<file path="config.mk">
export PLATFORM = sky130hd
export DESIGN_NAME = alu_multicycle
export DESIGN_NICKNAME = d
export VERILOG_FILES = /design/src/rtl/alu_multicycle.sv
export SDC_FILE = /design/constraint.sdc
export NUM_CORES = 1
export LEC_CHECK = 0
export CAP_MARGIN = 20
export CORE_MARGIN = 2
export CORE_UTILIZATION = 54
export DETAILED_ROUTE_END_ITERATION = 16
export PLACE_DENSITY = 0.78
export SLEW_MARGIN = 25
export SYNTH_ARGS = -nofsm -noshare
export SYNTH_HDL_FRONTEND = slang
export SYNTH_HIERARCHICAL = 1
export SYNTH_SLANG_ARGS = --single-unit
</file>
<file path="constraint.sdc">
create_clock -name clk -period 5.45 [get_ports clk]
set_input_delay 0.545 -clock clk [delete_from_list [all_inputs] [get_ports clk]]
set_output_delay 0.545 -clock clk [all_outputs]
set_load 0.01 [all_outputs]
</file>
<file path="src/rtl/alu_multicycle.sv">
// Registered ALU: single-cycle logic/arithmetic plus iterative MULTU (shift-add) and DIVU (restoring).
// Optional overflow output is built when ALU_OVERFLOW_EN is defined.

module alu_multicycle_chk (
    input logic clk,
    input logic reset,
    input logic busy,
    input logic done,
    input logic iter
);

    // done and busy are mutually exclusive
    a_busy_done_excl : assert property (@(posedge clk) disable iff (reset) !(busy && done));

    // busy mirrors the ITER state
    a_busy_tracks_iter : assert property (@(posedge clk) disable iff (reset) (busy == iter));

endmodule

module alu_multicycle #(
    parameter int WIDTH = 32,
    parameter int CNT_W = $clog2(WIDTH) + 1
) (
    input  logic             clk,
    input  logic             reset,
    input  logic             start,
    input  logic [3:0]       ALUop,
    input  logic [WIDTH-1:0] reg1,
    input  logic [WIDTH-1:0] reg2,
    output logic [WIDTH-1:0] ALUresult,
    output logic [WIDTH-1:0] hi,
    output logic             busy,
`ifdef ALU_OVERFLOW_EN
    output logic             done,
    output logic             overflow
`else
    output logic             done
`endif
);

    localparam logic [3:0] OP_AND   = 4'b0000;
    localparam logic [3:0] OP_OR    = 4'b0001;
    localparam logic [3:0] OP_ADD   = 4'b0010;
    localparam logic [3:0] OP_LUI   = 4'b0011;
    localparam logic [3:0] OP_SUB   = 4'b0110;
    localparam logic [3:0] OP_SLT   = 4'b0111;
    localparam logic [3:0] OP_MULTU = 4'b1000;
    localparam logic [3:0] OP_DIVU  = 4'b1001;

    localparam logic [CNT_W-1:0] CNT_LAST = CNT_W'(WIDTH - 1);
    localparam logic [CNT_W-1:0] CNT_ONE  = {{(CNT_W-1){1'b0}}, 1'b1};

    typedef enum logic [0:0] {
        IDLE = 1'b0,
        ITER = 1'b1
    } state_t;

    function automatic logic [WIDTH-1:0] single_op(
        input logic [3:0]       op,
        input logic [WIDTH-1:0] a,
        input logic [WIDTH-1:0] b
    );
        logic [WIDTH-1:0] r;
        case (op)
            OP_AND:  r = a & b;
            OP_OR:   r = a | b;
            OP_ADD:  r = a + b;
            OP_SUB:  r = a - b;
            OP_LUI:  r = {b[WIDTH/2-1:0], {(WIDTH/2){1'b0}}};
            OP_SLT:  r = {{(WIDTH-1){1'b0}}, (a < b)};
            default: r = {WIDTH{1'b0}};
        endcase
        return r;
    endfunction

`ifdef ALU_OVERFLOW_EN
    function automatic logic ovf_calc(
        input logic [3:0]       op,
        input logic [WIDTH-1:0] a,
        input logic [WIDTH-1:0] b,
        input logic [WIDTH-1:0] r
    );
        logic v;
        case (op)
            OP_ADD:  v = (a[WIDTH-1] == b[WIDTH-1]) && (r[WIDTH-1] != a[WIDTH-1]);
            OP_SUB:  v = (a[WIDTH-1] != b[WIDTH-1]) && (r[WIDTH-1] != a[WIDTH-1]);
            default: v = 1'b0;
        endcase
        return v;
    endfunction
`endif

    state_t             state_r, state_s;
    logic [WIDTH-1:0]   result_r, result_s;
    logic [WIDTH-1:0]   hi_r, hi_s;
    logic               busy_r, busy_s;
    logic               done_r, done_s;
    logic [WIDTH-1:0]   a_r, a_s;     // multiplier / dividend-then-quotient
    logic [WIDTH-1:0]   b_r, b_s;     // multiplicand / divisor
    logic [WIDTH-1:0]   acc_r, acc_s; // product high half / partial remainder
    logic [CNT_W-1:0]   cnt_r, cnt_s;
    logic               div_r, div_s;
`ifdef ALU_OVERFLOW_EN
    logic               ovf_r, ovf_s;
`endif

    logic               is_multi_s;
    logic               last_s;
    logic [WIDTH-1:0]   single_res_s;
    logic [WIDTH:0]     mul_sum_s;
    logic [WIDTH-1:0]   mul_acc_s;
    logic [WIDTH-1:0]   mul_lo_s;
    logic [WIDTH:0]     div_shift_s;
    logic               div_ge_s;
    logic [WIDTH-1:0]   div_rem_s;
    logic [WIDTH-1:0]   div_quo_s;

    assign is_multi_s   = (ALUop == OP_MULTU) || (ALUop == OP_DIVU);
    assign last_s       = (state_r == ITER) && (cnt_r == CNT_LAST);
    assign single_res_s = single_op(ALUop, reg1, reg2);

    // One shift-add multiply step: add multiplicand on multiplier LSB, then shift the pair right
    always_comb begin
        mul_sum_s = {1'b0, acc_r} + (a_r[0] ? {1'b0, b_r} : {(WIDTH+1){1'b0}});
        mul_acc_s = mul_sum_s[WIDTH:1];
        mul_lo_s  = {mul_sum_s[0], a_r[WIDTH-1:1]};
    end

    // One restoring divide step; a zero divisor naturally yields all-ones quotient and remainder = dividend
    always_comb begin
        div_shift_s = {acc_r, a_r[WIDTH-1]};
        div_ge_s    = (div_shift_s >= {1'b0, b_r});
        div_rem_s   = div_ge_s ? (div_shift_s[WIDTH-1:0] - b_r) : div_shift_s[WIDTH-1:0];
        div_quo_s   = {a_r[WIDTH-2:0], div_ge_s};
    end

    // FSM state register
    always_ff @(posedge clk or posedge reset) begin
        if (reset) begin
            state_r <= IDLE;
        end else begin
            state_r <= state_s;
        end
    end

    // FSM next-state logic
    always_comb begin
        state_s = state_r;
        case (state_r)
            IDLE: begin
                if (start && is_multi_s) begin
                    state_s = ITER;
                end else begin
                    state_s = IDLE;
                end
            end
            ITER: begin
                if (last_s) begin
                    state_s = IDLE;
                end else begin
                    state_s = ITER;
                end
            end
            default: state_s = IDLE;
        endcase
    end

    // FSM output and datapath next-value logic; everything holds unless written
    always_comb begin
        result_s = result_r;
        hi_s     = hi_r;
        busy_s   = busy_r;
        done_s   = 1'b0;
        a_s      = a_r;
        b_s      = b_r;
        acc_s    = acc_r;
        cnt_s    = cnt_r;
        div_s    = div_r;
`ifdef ALU_OVERFLOW_EN
        ovf_s    = ovf_r;
`endif
        case (state_r)
            IDLE: begin
                if (start && is_multi_s) begin
                    a_s    = reg1;
                    b_s    = reg2;
                    acc_s  = {WIDTH{1'b0}};
                    cnt_s  = {CNT_W{1'b0}};
                    div_s  = (ALUop == OP_DIVU);
                    busy_s = 1'b1;
                end else if (start) begin
                    result_s = single_res_s;
                    done_s   = 1'b1;
`ifdef ALU_OVERFLOW_EN
                    ovf_s    = ovf_calc(ALUop, reg1, reg2, single_res_s);
`endif
                end else begin
                    done_s = 1'b0;
                end
            end
            ITER: begin
                if (div_r) begin
                    acc_s = div_rem_s;
                    a_s   = div_quo_s;
                end else begin
                    acc_s = mul_acc_s;
                    a_s   = mul_lo_s;
                end
                if (last_s) begin
                    result_s = div_r ? div_quo_s : mul_lo_s;
                    hi_s     = div_r ? div_rem_s : mul_acc_s;
                    busy_s   = 1'b0;
                    done_s   = 1'b1;
                    cnt_s    = {CNT_W{1'b0}};
`ifdef ALU_OVERFLOW_EN
                    ovf_s    = 1'b0;
`endif
                end else begin
                    cnt_s = cnt_r + CNT_ONE;
                end
            end
            default: begin
                busy_s = 1'b0;
                cnt_s  = {CNT_W{1'b0}};
            end
        endcase
    end

    // Datapath and output registers; reset discards any partial result
    always_ff @(posedge clk or posedge reset) begin
        if (reset) begin
            result_r <= {WIDTH{1'b0}};
            hi_r     <= {WIDTH{1'b0}};
            busy_r   <= 1'b0;
            done_r   <= 1'b0;
            a_r      <= {WIDTH{1'b0}};
            b_r      <= {WIDTH{1'b0}};
            acc_r    <= {WIDTH{1'b0}};
            cnt_r    <= {CNT_W{1'b0}};
            div_r    <= 1'b0;
`ifdef ALU_OVERFLOW_EN
            ovf_r    <= 1'b0;
`endif
        end else begin
            result_r <= result_s;
            hi_r     <= hi_s;
            busy_r   <= busy_s;
            done_r   <= done_s;
            a_r      <= a_s;
            b_r      <= b_s;
            acc_r    <= acc_s;
            cnt_r    <= cnt_s;
            div_r    <= div_s;
`ifdef ALU_OVERFLOW_EN
            ovf_r    <= ovf_s;
`endif
        end
    end

    assign ALUresult = result_r;
    assign hi        = hi_r;
    assign busy      = busy_r;
    assign done      = done_r;
`ifdef ALU_OVERFLOW_EN
    assign overflow  = ovf_r;
`endif

    alu_multicycle_chk u_chk (
        .clk   (clk),
        .reset (reset),
        .busy  (busy_r),
        .done  (done_r),
        .iter  (state_r == ITER)
    );

endmodule

</file>
==> results.yml, run 1 <==
timing:
  report.final.setup_viol: 0
  fin_crit_ns: 4.453
  period_share_pct: 81.71
  maxSlewViolCount: 0
  rsz0062_at_grt: "no"
  fin_setup_tns_ns: 0
  slew_headroom_pct: 35.07
  hold_violations: 0
  tightest_slew_ns: 0.9705
  fin_skew_ns: 0.01789
  max_freq_mhz: 224.5
routing:
  vias_per_cell: 6.441
  drt_first_pass_iters: 8
  ant_nets: 0
  routed-via-count: 15920
  remaining_drc_errors: 0
  detail_route.wirelength_microns: 56790
  drtIter0Drc: 1815
  detail_route.wl_per_cell_microns: 22.97
yosys:
  synth_edf_count: 0
  synth_area_per_cell_sq_um: 7.955
  yosys_warnings: 6
  post-synth-top-area-cell: "dfrtp_1"
  synthArstFlopShare_pct: 100.0
  ys_seq_area_share_pct: 26.66
  ys.flop_type: "dfrtp_1"
  yosysMostFrequentCell: "nand2_1"
  syn_area_sq_mm: 0.01596
  synth_cell_types: 84
  synth_top_area_share_pct: 26.66
  synth_area_leaders: "dfrtp_1 27%, ha_1 13%, a21oi_1 6.2%"
  synthCells: 2006
  synth_nets: 2249
  synth_seq_cells: 170
  synth_commonest_cells: "205 x nand2_1, 197 x a21oi_1, 179 x o21ai_0"
pwr:
  power_density_mw_per_mm2: 512.2
  leakage_nw: 8.205
  irDropWorstVdd_mv: 0.2784
worst_hold_path:
  min_to: "hi[24]"
  min_from: "hi[24]"
  hold-path-cell-count: 2
  hold_path.class: "reg -> reg"
clocking:
  cts.htree.levels: 4
  clockBufferDepth: 2
  cts_resized: 0
  clk_pin_slew_ns: 0.07
  hold_buffers: 0
  postCtsSetupBuffers: 0
  cts_tree: "built"
  clk_latency_ns: 0.45
  numCtsBuffers: 17
  cts_sinks: 170
  cts.root.buffer_cell: "clkbuf_16"
outcome:
  status: "finished clean"
setup_path:
  path_class: "in -> reg"
  crit_arrival_ns: 4.75
  crit_chain: "clkdlybuf4s50_1 > inv_1 > ha_1 > inv_1 > nand4_1 > nor3_1 > o311ai_2 > a311oi_4 > a2111oi_2 > nor4_1 > o221ai_1 > nand2_1 > a31oi_1"
  end_kind: "register"
  r2r_slack_ns: 1.28
  worstPathMaxFanout: 9
  crit_buf_inv: 3
  crit_top_cell: "inv_1"
  worstRegToRegCells: 13
  required_ns: 5.75
  r2r-end: "hi[25]"
  slowest_stage: "clkdlybuf4s50_1"
  worstSetupStartpointType: "primary input"
  r2r-start: "a_r[0]"
  crit_family: "simple AND/OR/NAND/NOR gates"
  cpPeakStageDelay_ns: 0.74
grt:
  grtUsageTotal_pct: 36.34
  grt_pass1_wl_microns: 86550
  antenna_found_initial: 1
  grt_pass1_vias: 15160
  grt_max_degree: 91
  grt_overflow: 0
placed_design:
  io_buffers: 136
  postPlaceCellArea_sq_mm: 0.01755
  dp_hpwl_microns: 43130
  place.gp.congestion: 1.052
flow_run:
  max-cap-violations: 0
cells_and_area:
  syn_to_final_growth_pct: 13.65
  layout-drive-gt1-share_pct: 7.088
  num_antenna_cells: 0
  stdcell_area_sq_mm: 0.01814
  nNetsFinal: 2318
floorplanning:
  rows: 62
  die_area_sq_mm: 0.03094
  dieHeight_microns: 175.9
  boundaryPins: 137
  core_area_sq_mm: 0.02894
  start_util_pct: 55.15
  die_w_microns: 175.9
## layout make-up
cell class	count	area [sq um]
tap	384	480.5
inverter	148	560.5
sequential	170	4259
timing repair buffer	158	1526
clock inverter	15	157.7
clock buffer	17	425.4
fill	2520	10800
multi-input combinational	1580	10730
## tightest hold or removal path: cells and delay by family, from the launching register on
family           cells  cell delay [ns]
flip-flops           1             0.34
AO/OA/AOI/OAI        1             0.06
AND/OR/NAND/NOR      1             0.04
## power breakdown
| part | internal (mW) | switching, mW | total, mW |
|---|---|---|---|
| Sequential | 1.75 | 0.518 | 2.27 |
| Combinational | 2.45 | 3.33 | 5.78 |
| Clock | 0.648 | 0.596 | 1.24 |
| Total | 4.85 | 4.44 | 9.29 |
## routing by layer
layer  up-vias  routed length [microns]  GRT usage (%)  part of all wire [%]
met5         -                        8              0                 0.014
met4         2                     2418          15.36                   4.3
met3       140                     5345          5.909                   9.4
met2       870                    24510          54.95                    43
met1      7613                    24510          51.45                    43
li1       7298                        -              -                     -
## cells in the final DEF, fill, tap and decap left out, types with 16 or more instances in the layout
cell type          n
a221oi_1          20
o21ai_0          179
inv_1            146
nand2_1          203
nor2_1           163
a21o_1            39
xnor2_1           63
clkbuf_16         17
a21oi_1          196
dfrtp_1          168
o21bai_1          24
nand2b_1          18
o21a_1            23
nand4_1           22
a31oi_1           33
clkdlybuf4s50_1  136
a22o_1            21
o211ai_1          26
nand3_1           30
and2_1            34
xor2_1            22
buf_4             22
nor2b_1           16
o31ai_1           16
mux2_2            57
nor3_1            24
ha_1             168
## flip-flops by register name, summed over array words and instances, names as in the netlist
signal / count
ALUresult: 32
b_r: 32
div_r: 1
busy: 1
done: 1
acc_r: 32
hi: 32
cnt_r: 6
state_r: 1
a_r: 32
## metrics by stage
stage	total power, mW	worst slack (ns)	std cells	utilization (%)	hold slack, ns
after floorplan	6.253	0.3016	2006	-	0.4609
after global placement	7.762	0.7016	2440	60.66	0.4618
after detailed placement	7.873	0.8300	2440	60.66	0.4691
after CTS	9.178	1.309	2472	62.68	0.4856
after global routing	9.955	1.092	2472	62.68	0.5083
final	9.290	0.9966	2472	62.68	0.4795
## how the worst max path moves through the flow
| stage | startpoint | end | slack (ns) | cells after the start |
|---|---|---|---|---|
| global placement | reg2[15] | ALUresult[0] | 0.70 | 13 |
| CTS | reg2[15] | ALUresult[0] | 1.31 | 13 |
| global route | acc_r[27] | hi[5] | 1.09 | 12 |
| finish | reg2[15] | ALUresult[0] | 1.0 | 13 |
| floorplan | reset | ALUresult[0] | 0.30 | 1 |
| detailed placement | reg2[15] | ALUresult[0] | 0.83 | 13 |
## cells by family (layout without fill, tap and decap cells)
kind of cell / Yosys count / count (layout) / synth area share (%)
AOI/OAI and AO/OA: 685 / 685 / 27.48
DFF: 170 / 170 / 26.66
muxes: 67 / 67 / 4.650
and+or+nand+nor: 571 / 571 / 16.49
xor gates and xnor gates: 85 / 85 / 4.665
adders and majority gates: 172 / 172 / 13.67
buffers and inverters: 256 / 338 / 6.382
(Power assumes the default switching activity.)
==> run 2, diff against run 1 <==
Settings changed: CORE_UTILIZATION 54 to 60, PLACE_DENSITY 0.78 to 0.82.
Clock period 5.45 ns to 4.4 ns, I/O delays scaled along.
==> run 2 against run 1 <==
Clock skew up 0.0023 ns. Critical path depth unchanged. Global-route usage rose by 3.7 points. Worst setup slack got worse by 0.59 ns. Sequential cell count is the same. Cell count down 0.65%.
==> results.yml, run 2 (same netlist as run 1, synthesis figures left out) <==
clocking:
  cts_tree: "built"
  cts.htree.levels: 4
  numCtsBuffers: 17
  clk_latency_ns: 0.45
  cts_resized: 0
  cts.root.buffer_cell: "clkbuf_16"
  clockBufferDepth: 2
  postCtsSetupBuffers: 0
  clk_pin_slew_ns: 0.07
  hold_buffers: 0
  cts_sinks: 170
routing:
  vias_per_cell: 6.673
  detail_route.wl_per_cell_microns: 23.10
  drt_first_pass_iters: 7
  routed-via-count: 16390
  ant_nets: 0
  remaining_drc_errors: 0
  drtIter0Drc: 2150
  detail_route.wirelength_microns: 56740
pwr:
  irDropWorstVdd_mv: 0.5681
  pwr-share-comb_pct: 62.3
  leakage_nw: 8.386
  switching_share_pct: 47.28
  clkPwrFrac_pct: 14.0
  totalPowerFinal_mw: 11.74
  intPower_mw: 6.188
  p_sw_mw: 5.550
  power_density_mw_per_mm2: 639.0
  pwr-share-seq_pct: 23.7
setup_path:
  path_class: "reg -> reg"
  worstRegToRegCells: 13
  r2r-start: "a_r[0]"
  worstPathMaxFanout: 17
  required_ns: 4.70
  cp-startpoint: "a_r[0]"
  worstSetupStartpointType: "register"
  crit_arrival_ns: 4.29
  end_kind: "register"
grt:
  grt_pass1_vias: 15730
  grt_overflow: 0
  grtUsageTotal_pct: 40.06
  grt_pass1_wl_microns: 88280
  antenna_found_initial: 1
  grt_max_degree: 104
timing:
  maxSlewViolCount: 0
  slew_headroom_pct: 38.49
  fin_hold_ws_ns: 0.4826
  rsz0062_at_grt: "no"
  tightest_slew_ns: 0.9227
  fin_ws_ns: 0.4076
  fin_setup_tns_ns: 0
  report.final.setup_viol: 0
  hold_violations: 0
  fin_crit_ns: 3.992
  max_freq_mhz: 250.5
  period_share_pct: 90.74
  fin_skew_ns: 0.02021
cells_and_area:
  post-route-util_pct: 70.49
  stdcell_area_sq_mm: 0.01837
  syn_to_final_growth_pct: 15.12
  nNetsFinal: 2350
  layout_commonest_cell: "nand2_1"
  final_cell_mix: "203 x nand2_1, 196 x a21oi_1, 179 x o21ai_0, 168 x dfrtp_1, 168 x ha_1"
  layout-drive-gt1-share_pct: 8.443
  instances_no_fill: 2456
  fill_cells: 2022
placed_design:
  io_buffers: 136
  dp_hpwl_microns: 43560
  dp.cells: 2423
  place.gp.congestion: 1.028
  postPlaceCellArea_sq_mm: 0.01775
  pre_cts_slack_ns: 0.1407
flow_run:
  max-cap-violations: 0
worst_hold_path:
  hold_path.class: "in -> async"
floorplanning:
  start_util_pct: 61.24
  rows: 59
  die_w_microns: 167.1
  boundaryPins: 137
  die_area_sq_mm: 0.02792
  dieHeight_microns: 167.1
  core_area_sq_mm: 0.02606
outcome:
  status: "finished clean"
[run 2: worst max-delay path, cell delays in order (launching register included)]
cell and delay [ns]:
dfrtp_1 0.40, buf_4 0.20, and2_1 0.20, fa_1 0.45, a21o_1 0.22, a221oi_1 0.47, o21ai_0 0.38, a21oi_1 0.37
o21ai_0 0.25, a21o_1 0.25, a21oi_1 0.17, xnor2_1 0.10, mux2i_1 0.25, o21ai_0 0.12
[run 2: path summary, 6_finish.rpt]
check | slack (ns) | to
worst max-delay path | 0.41 | hi[17]
worst min-delay path | 0.48 | acc_r[5]
worst max register to register | 0.41 | hi[17]
worst min register to register | 0.49 | hi[24]
max in group asynchronous | 3.16 | b_r[31]
min in group clk | 0.49 | hi[24]
[run 2: layout make-up]
cell class                 count  area [sq um]  share of cell area (%)
multi-input combinational   1580         10720                   58.34
inverter                     148         559.3                   3.045
timing repair buffer         190          1792                   9.753
tap                          335         419.2                   2.282
antenna                        1         2.502                 0.01362
sequential                   170          4259                   23.18
clock buffer                  18         439.2                   2.391
clock inverter                14         182.7                  0.9944
[run 2: power by group through the flow]
| stage | Clock [mW] | Combinational, mW | Sequential, mW |
|---|---|---|---|
| floorplan | 0 | 5.14 | 2.61 |
| global placement | 0 | 6.86 | 2.74 |
| CTS | 1.63 | 7.14 | 2.75 |
| global route | 1.70 | 7.99 | 2.84 |
| finish | 1.64 | 7.32 | 2.78 |
| detailed placement | 0 | 7.08 | 2.76 |
[run 2: layer usage]
layer  share of wire, %  vias to the layer above  GRT usage [%]
met3                 10                      211          7.248
met5                  0                        -              0
met4                5.5                        0          18.74
li1                   -                     7379              -
met2                 43                     1040          61.30
met1                 42                     7758          55.04
